==> src/rtl/safety_island_pkg.sv <==
// Island-wide constants and default register-bus types for the safety island.
package safety_island_pkg;

    // Read data returned to the core when a peripheral never answers.
    localparam logic [31:0] BridgeErrVal = 32'hBADCAB1E;

    // Default 32-bit register-bus request/response layout used by the island.
    typedef struct packed {
        logic [31:0] addr;
        logic        write;
        logic [31:0] wdata;
        logic [3:0]  wstrb;
        logic        valid;
    } bridge_reg_req_t;

    typedef struct packed {
        logic [31:0] rdata;
        logic        error;
        logic        ready;
    } bridge_reg_rsp_t;

    // Counter width able to hold 0..cycles; at least one bit so a
    // disabled timeout still elaborates cleanly.
    function automatic int unsigned tmo_cnt_width(input int unsigned cycles);
        return (cycles == 0) ? 1 : $clog2(cycles + 1);
    endfunction

endpackage

==> src/rtl/safety_obi_reg_bridge_tmo.sv <==
// Saturating wait counter for the OBI-to-regbus bridge. expired_o flags the
// cycle in which the counter sits on TimeoutCycles-1; the caller decides
// whether that cycle really times out (a ready in the same cycle wins).
module safety_obi_reg_bridge_tmo
    import safety_island_pkg::*;
#(
    parameter int unsigned TimeoutCycles = 256
) (
    input  logic clk_i,
    input  logic rst_i,
    input  logic clear_i,
    input  logic enable_i,
    output logic expired_o
);

    localparam int unsigned CntWidth = tmo_cnt_width(TimeoutCycles);

    generate
        if (TimeoutCycles == 0) begin : g_off
            logic w_unused;
            assign w_unused  = ^{clk_i, rst_i, clear_i, enable_i};
            assign expired_o = 1'b0;
        end else begin : g_on
            localparam logic [CntWidth-1:0] CntLast = CntWidth'(TimeoutCycles - 1);
            localparam logic [CntWidth-1:0] CntMax  = CntWidth'(TimeoutCycles);

            logic [CntWidth-1:0] r_cnt;

            // Count waited cycles; clear takes priority, saturate at the top.
            always_ff @(posedge clk_i) begin
                if (rst_i || clear_i) begin
                    r_cnt <= '0;
                end else if (enable_i && (r_cnt != CntMax)) begin
                    r_cnt <= r_cnt + 1'b1;
                end
            end

            assign expired_o = (r_cnt == CntLast);
        end
    endgenerate

endmodule

==> src/rtl/safety_obi_reg_bridge.sv <==
// Responder-side bridge from the safety core OBI data port to the core-local
// register bus. One outstanding request; every grant gets exactly one
// response, either from the peripheral or from the timeout.
module safety_obi_reg_bridge
    import safety_island_pkg::*;
#(
    parameter int unsigned AddrWidth     = 32,
    parameter int unsigned DataWidth     = 32,
    parameter int unsigned TimeoutCycles = 256,
    parameter type         reg_req_t     = safety_island_pkg::bridge_reg_req_t,
    parameter type         reg_rsp_t     = safety_island_pkg::bridge_reg_rsp_t
) (
    input  logic                   clk_i,
    input  logic                   rst_i,
    input  logic                   data_req_i,
    output logic                   data_gnt_o,
    input  logic                   data_we_i,
    input  logic [DataWidth/8-1:0] data_be_i,
    input  logic [AddrWidth-1:0]   data_addr_i,
    input  logic [DataWidth-1:0]   data_wdata_i,
    output logic                   data_rvalid_o,
    output logic [DataWidth-1:0]   data_rdata_o,
    output logic                   data_err_o,
    output reg_req_t               reg_req_o,
    input  reg_rsp_t               reg_rsp_i,
    output logic                   busy_o,
    output logic                   timeout_o
);

    typedef enum logic [1:0] {
        IDLE,
        BUSY,
        RESP
    } state_e;

    state_e                 r_state;
    state_e                 w_next;

    logic [AddrWidth-1:0]   r_addr;
    logic                   r_we;
    logic [DataWidth/8-1:0] r_be;
    logic [DataWidth-1:0]   r_wdata;
    logic [DataWidth-1:0]   r_rdata;
    logic                   r_err;

    logic w_accept;
    logic w_cap_rsp;
    logic w_cap_tmo;
    logic w_tmo_en;
    logic w_expired;
    logic w_valid;

    // State register.
    always_ff @(posedge clk_i) begin
        if (rst_i) begin
            r_state <= IDLE;
        end else begin
            r_state <= w_next;
        end
    end

    // Next-state and handshake decode; grant never looks at the regbus side.
    always_comb begin
        w_next        = r_state;
        data_gnt_o    = 1'b0;
        data_rvalid_o = 1'b0;
        busy_o        = 1'b0;
        timeout_o     = 1'b0;
        w_valid       = 1'b0;
        w_accept      = 1'b0;
        w_cap_rsp     = 1'b0;
        w_cap_tmo     = 1'b0;
        w_tmo_en      = 1'b0;
        case (r_state)
            IDLE: begin
                data_gnt_o = data_req_i;
                if (data_req_i) begin
                    w_accept = 1'b1;
                    w_next   = BUSY;
                end
            end
            BUSY: begin
                busy_o  = 1'b1;
                w_valid = 1'b1;
                if (reg_rsp_i.ready) begin
                    w_cap_rsp = 1'b1;
                    w_next    = RESP;
                end else begin
                    w_tmo_en = 1'b1;
                    if (w_expired) begin
                        w_cap_tmo = 1'b1;
                        timeout_o = 1'b1;
                        w_next    = RESP;
                    end
                end
            end
            RESP: begin
                busy_o        = 1'b1;
                data_rvalid_o = 1'b1;
                data_gnt_o    = data_req_i;
                if (data_req_i) begin
                    w_accept = 1'b1;
                    w_next   = BUSY;
                end else begin
                    w_next = IDLE;
                end
            end
            default: begin
                w_next = IDLE;
            end
        endcase
    end

    // Request latch and response capture.
    always_ff @(posedge clk_i) begin
        if (rst_i) begin
            r_addr  <= '0;
            r_we    <= 1'b0;
            r_be    <= '0;
            r_wdata <= '0;
            r_rdata <= '0;
            r_err   <= 1'b0;
        end else begin
            if (w_accept) begin
                r_addr  <= data_addr_i;
                r_we    <= data_we_i;
                r_be    <= data_be_i;
                r_wdata <= data_wdata_i;
            end
            if (w_cap_rsp) begin
                r_rdata <= r_we ? '0 : reg_rsp_i.rdata;
                r_err   <= reg_rsp_i.error;
            end else if (w_cap_tmo) begin
                r_rdata <= DataWidth'(BridgeErrVal);
                r_err   <= 1'b1;
            end
        end
    end

    safety_obi_reg_bridge_tmo #(
        .TimeoutCycles(TimeoutCycles)
    ) u_tmo (
        .clk_i    (clk_i),
        .rst_i    (rst_i),
        .clear_i  (w_accept),
        .enable_i (w_tmo_en),
        .expired_o(w_expired)
    );

    // Regbus request: only valid follows the state, the rest stays latched.
    always_comb begin
        reg_req_o       = '0;
        reg_req_o.addr  = r_addr;
        reg_req_o.write = r_we;
        reg_req_o.wdata = r_wdata;
        reg_req_o.wstrb = r_be;
        reg_req_o.valid = w_valid;
    end

    assign data_rdata_o = r_rdata;
    assign data_err_o   = r_err;

endmodule

==> config.mk <==
export PLATFORM = sky130hd
export DESIGN_NAME = safety_obi_reg_bridge
export DESIGN_NICKNAME = d
export VERILOG_FILES = /design/src/rtl/safety_island_pkg.sv /design/src/rtl/safety_obi_reg_bridge_tmo.sv /design/src/rtl/safety_obi_reg_bridge.sv
export SDC_FILE = /design/constraint.sdc
export NUM_CORES = 1
export LEC_CHECK = 0
export ABC_AREA = 1
export ABC_CLOCK_PERIOD_IN_PS = 4840
export CAP_MARGIN = 40
export CORE_MARGIN = 3
export CORE_UTILIZATION = 45
export CTS_CLUSTER_SIZE = 20
export DETAILED_ROUTE_END_ITERATION = 6
export HOLD_SLACK_MARGIN = 0.03
export PLACE_DENSITY = 0.86
export SKIP_CTS_REPAIR_TIMING = 1
export SYNTH_ARGS = -nofsm -noshare
export SYNTH_HDL_FRONTEND = slang
export SYNTH_HIERARCHICAL = 1
export SYNTH_SLANG_ARGS = --single-unit
==> constraint.sdc <==
create_clock -name clk_i -period 4.84 [get_ports clk_i]
set_clock_uncertainty 0.1 [all_clocks]
set_input_delay 0.484 -clock clk_i [delete_from_list [all_inputs] [get_ports clk_i]]
set_output_delay 0.484 -clock clk_i [all_outputs]
set_load 0.1 [all_outputs]
==> impl_metrics.sql <==
INSERT INTO impl_metrics (metric_group, metric, value, unit) VALUES
('status', 'status', 'finished clean', ''),
('floorplanning', 'core-area', '9860', 'um^2'),
('detailed_routing', 'first_drt_pass_iteration_count', '6', ''),
('floorplanning', 'floorplan.die.height', '107', 'um'),
('logic_synthesis', 'yosys_warnings', '6', ''),
('floorplanning', 'die-area', '11500', 'um^2'),
('detailed_routing', 'drtIter0Drc', '702', ''),
('detailed_routing', 'drt-total-wl', '23700', 'um'),
('sta', 'post-route-period-util', '78.2', '%'),
('clock_network', 'cts_tree', 'done', ''),
('detailed_routing', 'routed-wl-met3', '2390', 'um'),
('logic_synthesis', 'synth-async-reset-ratio', '0', '%'),
('logic_synthesis', 'synth-edff-count', '0', ''),
('logic_synthesis', 'yosys_register_bits', '113', ''),
('sta', 'relSlewSlack', '48.8', '%'),
('global_routing', 'grt_overflow', '0', ''),
('power_and_ir_drop', 'power.density', '672', 'nW/um^2'),
('sta', 'timing_max_transition_violations_final', '0', ''),
('logic_synthesis', 'most_used_flip_flop_cell_after_synthesis', 'sky130_fd_sc_hd__dfxtp_1', ''),
('placed_design', 'placer_s_final_routability_congestion_estimate', '0.759', ''),
('logic_synthesis', 'ys_types', '25', ''),
('placed_design', 'port_buffers', '212', ''),
('min_path', 'worst_hold_path.num_cells', '2', ''),
('critical_path', 'worstPathCellList', 'ha_1, nand2_1, nor4_1, ha_1, nand3_2, buf_4, inv_1, clkdlybuf4s50_1, buf_8', ''),
('finish', 'final_layout_size_suffix_gt1_share', '17.0', '%'),
('critical_path', 'crit_path_start_kind', 'flop', ''),
('floorplanning', 'x_dimension_of_the_die', '107', 'um'),
('min_path', 'worstHoldPathType', 'in -> reg', ''),
('power_and_ir_drop', 'power.leakage', '0.00385', 'uW'),
('detailed_routing', 'detail_route.wl_per_cell', '22.4', 'um'),
('sta', 'fmaxAchievable', '264', 'MHz'),
('finish', 'most-common-layout-cells', 'sky130_fd_sc_hd__clkdlybuf4s50_1 (210), sky130_fd_sc_hd__nand2_1 (172), sky130_fd_sc_hd__dfxtp_1 (113)', ''),
('min_path', 'timing.hold.worst.start', 'rst_i', ''),
('critical_path', 'worst_r2r_endpoint', 'u_tmo/g_on.r_cnt[8]$_SDFFE_PP0P_', ''),
('critical_path', 'worst-r2r-cell-count', '9', ''),
('finish', 'n_fill_cell', '241', ''),
('critical_path', 'critical_path_arrival', '3200', 'ps'),
('clock_network', 'tritoncts_num_sinks', '113', ''),
('finish', 'fin_nets', '1028', ''),
('clock_network', 'cts.path.max_buffers', '2', ''),
('power_and_ir_drop', 'power.ir.vdd_worst', '0.494', 'mV'),
('critical_path', 'timing.critical_path.max_delay_family', 'buffers and inverters', ''),
('logic_synthesis', 'syn_nets', '730', ''),
('critical_path', 'critical_path_buf_inv_count', '4', ''),
('critical_path', 'critPathMostFrequentCell', 'sky130_fd_sc_hd__ha_1', ''),
('critical_path', 'r2r_setup_slack', '2040', 'ps'),
('sta', 'setup_tns', '0', 'ps'),
('floorplanning', 'core.rowCount', '36', ''),
('logic_synthesis', 'post-synth-top-area-fraction', '49.1', '%'),
('logic_synthesis', 'postSynthCellCount', '616', ''),
('clock_network', 'cts_root_buffer', 'sky130_fd_sc_hd__clkbuf_8', ''),
('sta', 'worst_pin_slew', '768', 'ps'),
('sta', 'timing_hold_violations_final', '0', ''),
('logic_synthesis', 'synth_area_per_cell', '7.48', 'um^2'),
('critical_path', 'crit_slowest_cell', 'sky130_fd_sc_hd__clkdlybuf4s50_1', ''),
('logic_synthesis', 'ys_top_cells_by_area', 'sky130_fd_sc_hd__dfxtp_1 (49%), sky130_fd_sc_hd__nand2_1 (14%), sky130_fd_sc_hd__a21oi_1 (12%)', ''),
('placed_design', 'place_hpwl', '14400', 'um'),
('critical_path', 'worstPathMaxFanout', '34', ''),
('detailed_routing', 'met2_wirelength', '11700', 'um'),
('global_routing', 'grt_start_max_net_pins', '71', ''),
('detailed_routing', 'vias_per_cell', '5.89', ''),
('clock_network', 'clock_insertion_delay_worst_skew', '510', 'ps'),
('global_routing', 'groute.usage.overall', '41.6', '%'),
('sta', 'timing.final.crit_period', '3780', 'ps'),
('flow_run', 'number_of_maximum_capacitance_violations', '0', ''),
('sta', 'rsz_0062_raised_after_global_routing', 'false', ''),
('finish', 'layout-area-overhead-vs-synth', '103', '%'),
('min_path', 'hold-path-endpoint', 'data_rdata_o[29]$_SDFFE_PP0P_', ''),
('clock_network', 'cts-buffers-inserted', '17', ''),
('detailed_routing', 'route.top_layer_used', 'met4', ''),
('critical_path', 'reg2reg_from', 'r_state[0]$_SDFFE_PP0P_', '');
## layer usage
layer | vias to the layer above | track usage, %
met2 | 556 | 72.8
met5 | - | 0
li1 | 2599 | -
met1 | 2920 | 39.6
met3 | 173 | 14.2
met4 | 0 | 32.1
## area by class of cell
type	count	area [um^2]	share of cell area (%)
sequential	113	2260	24.1
tap	133	166	1.77
multi-input combinational	420	1980	21.1
clock inverter	14	179	1.91
timing repair buffer	323	4220	45.0
inverter	39	146	1.56
clock buffer	18	428	4.56
## logic make-up (layout without fill, tap and decap cells)
kind of cell,count (synthesis),after routing,synth area share [%]
AND/OR/NAND/NOR,301,301,28.6
flip-flops,113,113,49.1
AO/OA/AOI/OAI,110,110,11.9
buffers and inverters,83,394,8.01
adder cells (fa/ha/maj),8,8,2.17
XOR/XNOR,1,1,0.190
## worst max-delay path by stage
stage / start / to / slack (ps) / cells after the start
after global placement: u_tmo/g_on.r_cnt[0]$_SDFFE_PP0P_ / timeout_o / 1590 / 8
after floorplan: r_state[0]$_SDFFE_PP0P_ / u_tmo/g_on.r_cnt[8]$_SDFFE_PP0P_ / 2080 / 10
after detailed placement: u_tmo/g_on.r_cnt[0]$_SDFFE_PP0P_ / timeout_o / 1840 / 9
after global routing: u_tmo/g_on.r_cnt[0]$_SDFFE_PP0P_ / timeout_o / 1080 / 9
after CTS: u_tmo/g_on.r_cnt[0]$_SDFFE_PP0P_ / timeout_o / 1170 / 9
final: u_tmo/g_on.r_cnt[0]$_SDFFE_PP0P_ / timeout_o / 1060 / 9
## per-stage QoR
step / util, % / hold slack [ps] / instance area, um^2 / setup WS, ps / instances
after global placement: 67.9 / 369 / 6700 / 1590 / 921
after global routing: 95.0 / 337 / 9380 / 1080 / 1060
final: 95.0 / 314 / 9380 / 1060 / 1060
after floorplan: - / 374 / 4610 / 2080 / 616
after CTS: 95.0 / 310 / 9380 / 1170 / 1060
after detailed placement: 88.9 / 376 / 8770 / 1840 / 1028
## worst reg2reg max path, stage by stage (launching register included)
cell and delay [ps]:
sky130_fd_sc_hd__dfxtp_1 400, sky130_fd_sc_hd__inv_1 120, sky130_fd_sc_hd__ha_1 260, sky130_fd_sc_hd__nand2_2 90
sky130_fd_sc_hd__nand2_2 410, sky130_fd_sc_hd__nor2_1 650, sky130_fd_sc_hd__inv_1 210, sky130_fd_sc_hd__nor2_1 250
sky130_fd_sc_hd__nand2_1 160, sky130_fd_sc_hd__inv_1 100
## report_power, final
group / leakage [uW] / switching (uW) / internal (uW)
clock: 0.000288 / 482 / 804
sequential: 0.000924 / 146 / 1130
combinational: 0.00264 / 2420 / 1320
total: 0.00385 / 3050 / 3250
## sequential cells by signal (all words and copies together), names as in the netlist
register / flops
data_rdata_o: 32
r_wdata: 32
r_state: 2
data_err_o: 1
r_be: 4
r_addr: 32
r_we: 1
u_tmo/g_on.r_cnt: 9
## cell usage after synthesis (2+ instances only)
cell,count
sky130_fd_sc_hd__inv_1,38
sky130_fd_sc_hd__nand4_1,2
sky130_fd_sc_hd__clkbuf_1,16
sky130_fd_sc_hd__nand2_2,6
sky130_fd_sc_hd__nor2_1,22
sky130_fd_sc_hd__dfxtp_1,113
sky130_fd_sc_hd__o21ai_0,2
sky130_fd_sc_hd__buf_1,2
sky130_fd_sc_hd__buf_6,2
sky130_fd_sc_hd__buf_2,19
sky130_fd_sc_hd__nor2_2,2
sky130_fd_sc_hd__ha_1,8
sky130_fd_sc_hd__nand2_1,172
sky130_fd_sc_hd__buf_4,5
sky130_fd_sc_hd__nand3_1,91
sky130_fd_sc_hd__a21oi_1,107
Power figures use the tool's default switching activity.
